<file path="src/rtl/precision_farming_asic_if.sv">
// Pad-level bus of the precision-farming controller.
// The bench drives the master side; the core sits on the slave side.
interface precision_farming_asic_if;
    logic       ena;
    logic [7:0] ui_in;
    logic [7:0] uio_in;
    logic [7:0] uio_out;
    logic [7:0] uio_oe;
    logic [7:0] uo_out;

    modport master (
        output ena, ui_in, uio_in,
        input  uio_out, uio_oe, uo_out
    );

    modport slave (
        input  ena, ui_in, uio_in,
        output uio_out, uio_oe, uo_out
    );
endinterface

</file>
<file path="src/rtl/precision_farming_asic.sv">
// Precision-farming controller: sensor baseline grading (mode 0)
// and camera/ultrasonic harvest-readiness network (mode 1).
module precision_farming_asic #(
    parameter int SAMPLE_DIV  = 8,
    parameter int TRIG_PERIOD = 65536,
    parameter int TRIG_WIDTH  = 256
) (
    input logic clk,
    input logic rst,
    precision_farming_asic_if.slave bus
);
    localparam int DW = $clog2(SAMPLE_DIV);
    localparam int TW = $clog2(TRIG_PERIOD);

    logic       mode;
    logic       vsync;
    logic       href;
    logic       echo;
    logic [1:0] sel;
    logic [7:0] din;

    assign mode  = bus.uio_in[7];
    assign vsync = bus.uio_in[6];
    assign href  = bus.uio_in[5];
    assign echo  = bus.uio_in[3];
    assign sel   = bus.uio_in[1:0];
    assign din   = bus.ui_in;

    // ---------------- sensor path ----------------
    logic [DW-1:0] div_cnt;
    logic          tick;
    logic [9:0]    sum;
    logic [9:0]    sum_nxt;
    logic [1:0]    scnt;
    logic [1:0]    sel_q;
    logic [3:0]    valid;
    logic [7:0]    base [4];
    logic [2:0]    level;
    logic [7:0]    avg;
    logic [7:0]    dev;

    assign tick    = (div_cnt == DW'(SAMPLE_DIV - 1));
    assign sum_nxt = sum + {2'b00, din};
    assign avg     = sum_nxt[9:2];
    assign dev     = (avg >= base[sel]) ? (avg - base[sel])
                                        : (base[sel] - avg);

    function automatic logic [2:0] grade(input logic [7:0] d);
        logic [2:0] g;
        g = 3'd0;
        if (d >= 8'd128)     g = 3'd5;
        else if (d >= 8'd64) g = 3'd4;
        else if (d >= 8'd32) g = 3'd3;
        else if (d >= 8'd16) g = 3'd2;
        else if (d >= 8'd8)  g = 3'd1;
        return g;
    endfunction

    // Free-running sample divider, independent of mode.
    always_ff @(posedge clk) begin
        if (rst) div_cnt <= '0;
        else if (tick) div_cnt <= '0;
        else div_cnt <= div_cnt + 1'b1;
    end

    // 4-sample averaging, baseline learning and deviation grading.
    always_ff @(posedge clk) begin
        if (rst) begin
            sum   <= '0;
            scnt  <= '0;
            sel_q <= '0;
            valid <= '0;
            level <= '0;
            for (int i = 0; i < 4; i++) base[i] <= '0;
        end else begin
            sel_q <= sel;
            if (!mode) begin
                if (sel != sel_q) begin
                    sum  <= '0;
                    scnt <= '0;
                end else if (tick) begin
                    if (scnt == 2'd3) begin
                        sum  <= '0;
                        scnt <= '0;
                        if (!valid[sel]) begin
                            base[sel]  <= avg;
                            valid[sel] <= 1'b1;
                            level      <= 3'd0;
                        end else begin
                            level <= grade(dev);
                        end
                    end else begin
                        sum  <= sum_nxt;
                        scnt <= scnt + 1'b1;
                    end
                end
            end
        end
    end

    // ---------------- camera / echo / network ----------------
    logic        vsync_q;
    logic        href_q;
    logic        echo_q;
    logic        phase;
    logic [7:0]  b0;
    logic [15:0] pixel_cnt;
    logic [15:0] green_cnt;
    logic [15:0] echo_cnt;
    logic        height_ok;
    logic        ready;
    logic [2:0]  h;
    logic        pred;
    logic [4:0]  pr;
    logic [4:0]  pg;
    logic [4:0]  pb;
    logic        green;
    logic [17:0] g4;
    logic [17:0] p3;
    logic        f0;
    logic        f1;
    logic        f2;
    logic [2:0]  h_nxt;
    logic        pred_nxt;

    assign pr    = b0[7:3];
    assign pg    = {b0[2:0], din[7:6]};
    assign pb    = din[4:0];
    assign green = (pg > pr) && (pg > pb);

    assign g4 = {green_cnt, 2'b00};
    assign p3 = {2'b00, pixel_cnt} + {1'b0, pixel_cnt, 1'b0};
    assign f0 = (pixel_cnt != 16'd0) && (g4 >= p3);
    assign f1 = (green_cnt >= 16'd256);
    assign f2 = height_ok;

    assign h_nxt[0] = f0 & f1;
    assign h_nxt[1] = f1 & f2;
    assign h_nxt[2] = ({1'b0, f0} + {1'b0, f1} + {1'b0, f2}) >= 2'd2;
    assign pred_nxt = ({1'b0, h_nxt[0]} + {1'b0, h_nxt[1]}
                     + {1'b0, h_nxt[2]}) >= 2'd2;

    // Frame capture, green counting and network evaluation on vsync fall.
    always_ff @(posedge clk) begin
        if (rst) begin
            vsync_q   <= 1'b0;
            href_q    <= 1'b0;
            phase     <= 1'b0;
            b0        <= '0;
            pixel_cnt <= '0;
            green_cnt <= '0;
            ready     <= 1'b0;
            h         <= '0;
            pred      <= 1'b0;
        end else begin
            vsync_q <= vsync;
            href_q  <= href;
            if (mode) begin
                if (vsync && !vsync_q) begin
                    pixel_cnt <= '0;
                    green_cnt <= '0;
                    phase     <= 1'b0;
                    ready     <= 1'b0;
                end else if (vsync && href) begin
                    phase <= ~phase;
                    if (!phase) begin
                        b0 <= din;
                    end else begin
                        if (pixel_cnt != 16'hFFFF)
                            pixel_cnt <= pixel_cnt + 1'b1;
                        if (green && green_cnt != 16'hFFFF)
                            green_cnt <= green_cnt + 1'b1;
                    end
                end else if (!href && href_q) begin
                    phase <= 1'b0;
                end
                if (!vsync && vsync_q) begin
                    h     <= h_nxt;
                    pred  <= pred_nxt;
                    ready <= 1'b1;
                end
            end
        end
    end

    // Ultrasonic echo width measurement and plant-height window.
    always_ff @(posedge clk) begin
        if (rst) begin
            echo_q    <= 1'b0;
            echo_cnt  <= '0;
            height_ok <= 1'b0;
        end else begin
            echo_q <= echo;
            if (mode) begin
                if (echo) begin
                    if (echo_cnt != 16'hFFFF)
                        echo_cnt <= echo_cnt + 1'b1;
                end else if (echo_q) begin
                    height_ok <= (echo_cnt >= 16'd32)
                              && (echo_cnt < 16'd1024);
                    echo_cnt  <= '0;
                end
            end
        end
    end

    // ---------------- trigger, XCLK and output mux ----------------
    logic [TW-1:0] trig_cnt;
    logic          trig;
    logic          xclk;
    logic [7:0]    uo_q;
    logic [7:0]    uio_q;
    logic          alert;
    logic          critical;

    assign trig     = (trig_cnt < TW'(TRIG_WIDTH));
    assign alert    = (level >= 3'd2);
    assign critical = (level >= 3'd4);

    // Trigger period counter.
    always_ff @(posedge clk) begin
        if (rst) trig_cnt <= '0;
        else if (trig_cnt == TW'(TRIG_PERIOD - 1)) trig_cnt <= '0;
        else trig_cnt <= trig_cnt + 1'b1;
    end

    // Registered output mux selected by the current mode.
    always_ff @(posedge clk) begin
        if (rst) begin
            xclk  <= 1'b0;
            uo_q  <= '0;
            uio_q <= '0;
        end else begin
            xclk <= ~xclk;
            if (mode) begin
                uo_q  <= {pred, ready, 1'b1, pred, h, height_ok};
                uio_q <= {3'b000, xclk, 2'b00, trig, 1'b0};
            end else begin
                uo_q  <= {alert, valid[sel], 1'b0, critical,
                          level, sel[0]};
                uio_q <= {6'b000000, sel[1], 1'b0};
            end
        end
    end

    assign bus.uo_out  = uo_q;
    assign bus.uio_out = uio_q;
    assign bus.uio_oe  = 8'b0001_0010;

    logic unused;
    assign unused = &{1'b0, bus.ena, bus.uio_in[4], bus.uio_in[2],
                      sum_nxt[1:0]};
endmodule

</file>
<file path="src/flat_wrapper.sv">
// flat-port wrapper written by rule: the top's interface ports become plain ports
module precision_farming_asic_flat 
#(
    parameter int SAMPLE_DIV  = 8,
    parameter int TRIG_PERIOD = 65536,
    parameter int TRIG_WIDTH  = 256
)
  (clk, rst, bus_ena, bus_ui_in, bus_uio_in, bus_uio_out, bus_uio_oe, bus_uo_out);
  precision_farming_asic_if bus_i ();
  input logic clk;
  input logic rst;
  input wire logic [$bits(bus_i.ena)-1:0] bus_ena;
  input wire logic [$bits(bus_i.ui_in)-1:0] bus_ui_in;
  input wire logic [$bits(bus_i.uio_in)-1:0] bus_uio_in;
  output wire logic [$bits(bus_i.uio_out)-1:0] bus_uio_out;
  output wire logic [$bits(bus_i.uio_oe)-1:0] bus_uio_oe;
  output wire logic [$bits(bus_i.uo_out)-1:0] bus_uo_out;
  assign bus_i.ena = bus_ena;
  assign bus_i.ui_in = bus_ui_in;
  assign bus_i.uio_in = bus_uio_in;
  assign bus_uio_out = bus_i.uio_out;
  assign bus_uio_oe = bus_i.uio_oe;
  assign bus_uo_out = bus_i.uo_out;
  precision_farming_asic #(.SAMPLE_DIV(SAMPLE_DIV), .TRIG_PERIOD(TRIG_PERIOD), .TRIG_WIDTH(TRIG_WIDTH)) u_core (.clk(clk), .rst(rst), .bus(bus_i));
endmodule
</file>
<file path="config.mk">
export PLATFORM = sky130hd
export DESIGN_NAME = precision_farming_asic_flat
export DESIGN_NICKNAME = d
export VERILOG_FILES = /design/src/rtl/precision_farming_asic_if.sv /design/src/rtl/precision_farming_asic.sv /design/src/flat_wrapper.sv
export SDC_FILE = /design/constraint.sdc
export NUM_CORES = 1
export LEC_CHECK = 0
export BUFFER_PORTS_ARGS = -buffer_cell sky130_fd_sc_hd__buf_2
export CORE_MARGIN = 10
export CORE_UTILIZATION = 60
export CTS_CLUSTER_DIAMETER = 100
export CTS_CLUSTER_SIZE = 8
export DETAILED_ROUTE_END_ITERATION = 8
export PLACE_DENSITY = 0.83
export SLEW_MARGIN = 0
export SYNTH_ARGS = -nofsm -noshare
export SYNTH_HDL_FRONTEND = slang
export SYNTH_SLANG_ARGS = --single-unit
</file>
<file path="constraint.sdc">
create_clock -name clk -period 11 [get_ports clk]
set_input_delay 1.65 -clock clk [delete_from_list [all_inputs] [get_ports clk]]
set_output_delay 1.65 -clock clk [all_outputs]
set_load 0.05 [all_outputs]
</file>
---- Word level (Yosys, flattened, before mapping) ----
Memory sizes are Yosys's and may differ from the RTL's.
Index checks and enable logic that the tools add are counted.
storage, ports and cells
  RAM bits ................................ 32
  memories ................................ 1
  register bits after elaboration ......... 123
  output and inout port bits .............. 24
cells by class
  reduce and logical (&&, ||, !) cells .... 36
  eq/ne operators ......................... 8
  add/sub/neg operators ................... 14
  bitwise operators ....................... 10
  muxes and demuxes ....................... 47
  magnitude comparators ................... 19
memories
  memory       depth  bits a word  read ports  clocked after Yosys merged registers in  wr ports  line                          RTL
  u_core.base  4      8            1           0                                        4         precision_farming_asic.sv:37  logic [7:0] base [4];
operators by type and width
  cell                                                                count
  two-way mux 16 bit                                                  11
  adder 16 x 1 -> 16 bit, second input constant                       4
  != test 16 bit, second input constant                               3
  two-way mux 10 bit                                                  3
  two-way mux 8 bit                                                   3
  adder 16 x 17 -> 18 bit                                             1
  greater-or-equal comparator 18 bit                                  1
  two-way mux 1 bit                                                   18
  == test 16 bit, second input constant                               1
  greater-or-equal comparator 16 x 6 -> 1 bit, second input constant  1
  greater-or-equal comparator 16 x 9 -> 1 bit, second input constant  1
  less-than comparator 16 x 11 -> 1 bit, second input constant        1
  less-than comparator 16 x 9 -> 1 bit, second input constant         1
  AND reduction 4 bit                                                 4
  nonzero test 16 bit                                                 1
  subtractor 8 bit                                                    2
  two-way mux 3 bit                                                   5
  nonzero test 2 bit                                                  7
  adder 10 x 8 -> 10 bit                                              1
  > comparator 5 bit                                                  2
  two-way mux 2 bit                                                   5
  logical AND 1 bit                                                   9
  greater-or-equal comparator 8 x 4 -> 1 bit, second input constant   1
  greater-or-equal comparator 8 x 5 -> 1 bit, second input constant   1
  29 further kinds                                                    47

---- Logic depth before layout (Yosys ltp) ----
  depth after elaboration ................. 11
  mapped depth ............................ 21

---- Worst setup path after synthesis ----
Ideal clock, no wire load.
  path kind ............................... input to register
  start point ............................. input port bus_ui_in[1]
  end point ............................... register u_core.level[1]
  path slack .............................. 5771 ps
  cell stages on the path ................. 16
  arrival time ............................ 5112 ps
  required time ........................... 10883 ps
  buffers on the path ..................... 0
  cell sequence ........................... ha_1 a21o_1 a21oi_1 o21ai_0 a31o_2 a211o_1 nand2_1 inv_1 ha_1 a21oi_1 nand4_1 a21oi_2 mux2_2 a2111oi_0 nor3b_1 a32o_1
on the way
  word-level cells in the longest chain between the ends .. 9
  elaborated cells on any way between the ends .. 14
  those cells by class .................... add/sub (3); order compare (5); mux (6)
RTL lines
  element                                         line                          RTL
  start: declaration                              flat_wrapper.sv:13            input wire logic [$bits(bus_i.ui_in)-1:0] bus_ui_in;
  adder 10 x 8 -> 10 bit *                        precision_farming_asic.sv:43  assign sum_nxt = sum + {2'b00, din};
  subtractor 8 bit, or another cell as far along  precision_farming_asic.sv:46  : (base[sel] - avg);
  two-way mux 8 bit *                             precision_farming_asic.sv:45  assign dev = (avg >= base[sel]) ? (avg - base[sel])
  greater-or-equal comparator 8 x 5 -> 1 bit      precision_farming_asic.sv:54  else if (d >= 8'd16) g = 3'd2;
  two-way mux 3 bit                               precision_farming_asic.sv:54
  two-way mux 3 bit                               precision_farming_asic.sv:53  else if (d >= 8'd32) g = 3'd3;
  two-way mux 3 bit                               precision_farming_asic.sv:52  else if (d >= 8'd64) g = 3'd4;
  two-way mux 3 bit *                             precision_farming_asic.sv:51  if (d >= 8'd128) g = 3'd5;
  two-way mux 3 bit *                             precision_farming_asic.sv:85  if (!valid[sel]) begin
  end signal: assignment                          precision_farming_asic.sv:90  level <= grade(dev);
  end: declaration                                precision_farming_asic.sv:38  logic [2:0] level;
Every way passes the cells marked *; elsewhere a longest branch is shown, timed or not.
A chain may end at the register's enable or synchronous reset.

---- Worst setup path after layout ----
  start point ............................. input port bus_ui_in[0]
  end point ............................... register u_core.level[1]
Same word-level chain as after synthesis.

==> impl_results.md <==
* Status: complete, no violations
* Slew Limit Fails at 0
* Post-Route WL at 18.89 mm
* Worst Skew at 0.01124 ns
* Post-CTS Hold Buffers at 0
* FFs w/ async S/R, synth at 0%
* Final antenna-violating net count at 0
* Share of cells above drive strength 1 at around 8.0%
* Root Driver: clkbuf_16
* Worst Tran Pin Value at 0.8893 ns
* Clk_lat worst skew at 0.43 ns
* Initial antenna violation count at 0
* Largest net degree at the start of global routing at between 70 and 80
* Filler instances at roughly 1200
* Antenna cells at 0
* Post-synthesis sequential area ratio at 36.95%
* CP max FO at 6
* Synth Instances at 1007
* Max IR drop VDD at 0.1151 mV
* Total congestion overflow at 0
* YS warnings at 0
* Post-CTS Setup Inserts at 0
* Routed vias at a little over 7000
* CTS clk-pin slew, worst paths at 0.06 ns
* Data arrival time of the critical path at 6.17 ns
* Type of origin of the critical path: input pin
* Path type of the worst setup path: input pin to register
* H-tree levels at 4
* Yosys top cell area share at between 20% and 30%
* Syn Area/Cell at 8.876 µm²
* Initial DRC Count at slightly below 500
* FMAX at ~170 MHz
* Main synth FF type: dfxtp_1
* Drt first pass iters at 6
* Worst min path class: register to register
* Synth unique cells at around 70
* Fin crit period at 5.796 ns
* CTS tree: done
* Vias per inst at 5.802
* Final core utilization at about two thirds
* Req. time, crit path at 11.37 ns
* CTS resizes at 0
* DP Wirelength at 13.28 mm
* List of most frequent post-synthesis cells: nor2_1 (134), dfxtp_1 (117), ha_1 (84)
* All-Layer GR Usage at 19.15%
* Syn Std Cell Area at a little under 0.009 mm²
* Initial Util at 61.27%
* Final period util at between 50 and 60%
* Area contributors post-synth: dfxtp_1 (26%), ha_1 (12%), edfxtp_1 (11%), nor2_1 (5.6%), xnor2_1 (4.4%)
* Full die area at slightly above 0.02 mm²
* Most common cell in the synthesized netlist: nor2_1
* Post-synth top area cell: dfxtp_1
* Final setup viols at 0
* Drt drc at 0
* Rows at 44
* # port buffers at 25
* Die H at 142.1 µm
* CTS Buffer Depth at 2
* #FFs+latches synth at 149
* Design Area, Final at a little under 0.01 mm²
* Die Wd at ~140 µm
* Pleak at 3.961 nW
* Final Hold Viols at 0
* Core ar. at roughly 0.015 mm²
* CTS Sinks at 149
* Setup_tns at 0 ns
* # nets final at ~1100
* Pwr dens at around 130 mW/mm²
* Vias in the first global route at just under 7000
* CP Capture Type: register
* Area grow syn2layout at 8.441%
* Num ports at 43
* Routed len/inst at approximately 16 µm
* Post-synth EDFFs at 32
* Final Worst Setup Slack at 5.204 ns
* Headroom to the max-slew limit at 40.59%
* First-pass GRT wire length at 32.17 mm
* Area after DPL at 0.009116 mm²
* Max-cap violation count at 0
* RSZ-0062 raised after global routing: no
* Number of buffers created by CTS at 17
* GP Congestion at 0.8676
* Pre-CTS WS at approximately 5.0 ns
## worst max-delay path, stage by stage
cell and delay (ns):
buf_2 0.11, ha_1 0.16, inv_1 0.05, fa_1 0.41, nor2b_1 0.12, o21ai_0 0.11
a21boi_0 0.31, o21a_1 0.21, o211ai_1 0.17, a21oi_1 0.51, nor2_1 0.12, ha_1 0.43
nand2_1 0.10, a21oi_1 0.25, a21o_1 0.22, nor3_1 0.07, o41ai_1 0.39, nor3b_1 0.50
a32o_1 0.26
## state kept, by name, indices dropped and copies added (netlist names), 4 cells and up
| signal | flops |
|---|---|
| u_core.pixel_cnt | 16 |
| u_core.base | 32 |
| u_core.sum | 10 |
| u_core.valid | 4 |
| u_core.b0 | 8 |
| u_core.bus.uo_out | 8 |
| u_core.echo_cnt | 16 |
| u_core.green_cnt | 16 |
| u_core.trig_cnt | 16 |
## report_power, final
part / switching (mW) / internal (mW) / leakage (nW) / total [mW]
Clock: 0.229 / 0.337 / 0.283 / 0.566
Combinational: 0.0886 / 0.0430 / 2.40 / 0.132
Sequential: 0.00492 / 0.568 / 1.28 / 0.573
## placed cells by master, fill, tap and decap left out, types with 5 or more instances in the layout
cell type | Yosys | layout
xor2_1 | 19 | 19
xnor2_1 | 45 | 45
nand3_1 | 31 | 31
o211ai_1 | 8 | 8
o21a_1 | 5 | 5
nor2b_1 | 8 | 8
a21oi_1 | 54 | 54
and4_1 | 7 | 7
nand2b_1 | 16 | 16
nor2_1 | 134 | 134
clkbuf_16 | 0 | 18
nand4_1 | 17 | 17
inv_1 | 75 | 75
nor3_1 | 32 | 32
a21o_1 | 19 | 19
mux4_2 | 9 | 9
mux2i_1 | 19 | 19
and3_1 | 11 | 11
nand2_1 | 68 | 68
buf_2 | 4 | 25
and2_1 | 7 | 7
conb_1 | 2 | 14
or3_1 | 14 | 14
nand3b_1 | 8 | 8
nor4_1 | 13 | 13
o21ai_0 | 28 | 28
ha_1 | 84 | 84
edfxtp_1 | 32 | 32
a31oi_1 | 9 | 9
dfxtp_1 | 117 | 117
## worst paths after layout
check / from / end / slack [ns] / cells after the start
max: bus_ui_in[0] / u_core.level[1] / 5.20 / 19
min: u_core.xclk / u_core.xclk / 0.40 / 1
max reg2reg: u_core.pixel_cnt[1] / u_core.pred / 5.84 / 20
min reg2reg: u_core.xclk / u_core.xclk / 0.40 / 1
## metal layers
layer  up-vias  GRT usage (%)  routed length (µm)  part of all wire [%]
li1       3549              -                   -                     -
met1      3315          23.86                8191                    43
met2       165          31.38                9345                    49
met3        38          4.940                 947                   5.0
met4         0          6.670                 405                   2.1
met5         -              0                   0                     0
## logic make-up after synthesis
logic type,count (synthesis),share of synthesized area (%)
AOI/OAI and AO/OA,168,12.23
xor gates and xnor gates,64,6.271
adders and majority gates,88,12.65
buffers and inverters,120,5.851
DFF,149,36.95
muxes,29,4.521
other,2,0.08402
and+or+nand+nor,387,21.43
## cell type report
class | instances | area [µm²] | area share [%]
inverters | 76 | 285.3 | 2.943
clock buffers | 22 | 485.5 | 5.008
well taps | 184 | 230.2 | 2.375
flip-flops and latches | 149 | 3303 | 34.08
repair buffers | 27 | 140.1 | 1.446
clock inverters | 10 | 91.34 | 0.9423
multi-input cells | 750 | 5157 | 53.21
## stage by stage
step	hold WS, ns	std cells	power [mW]
final	0.3964	1218	1.270
after CTS	0.4004	1218	1.275
after global routing	0.4281	1218	1.316
after floorplan	0.3780	1019	0.6874
after global placement	0.3867	1186	0.7099
after detailed placement	0.3920	1186	0.7136
Note: power is estimated with default switching activity, not from simulation.
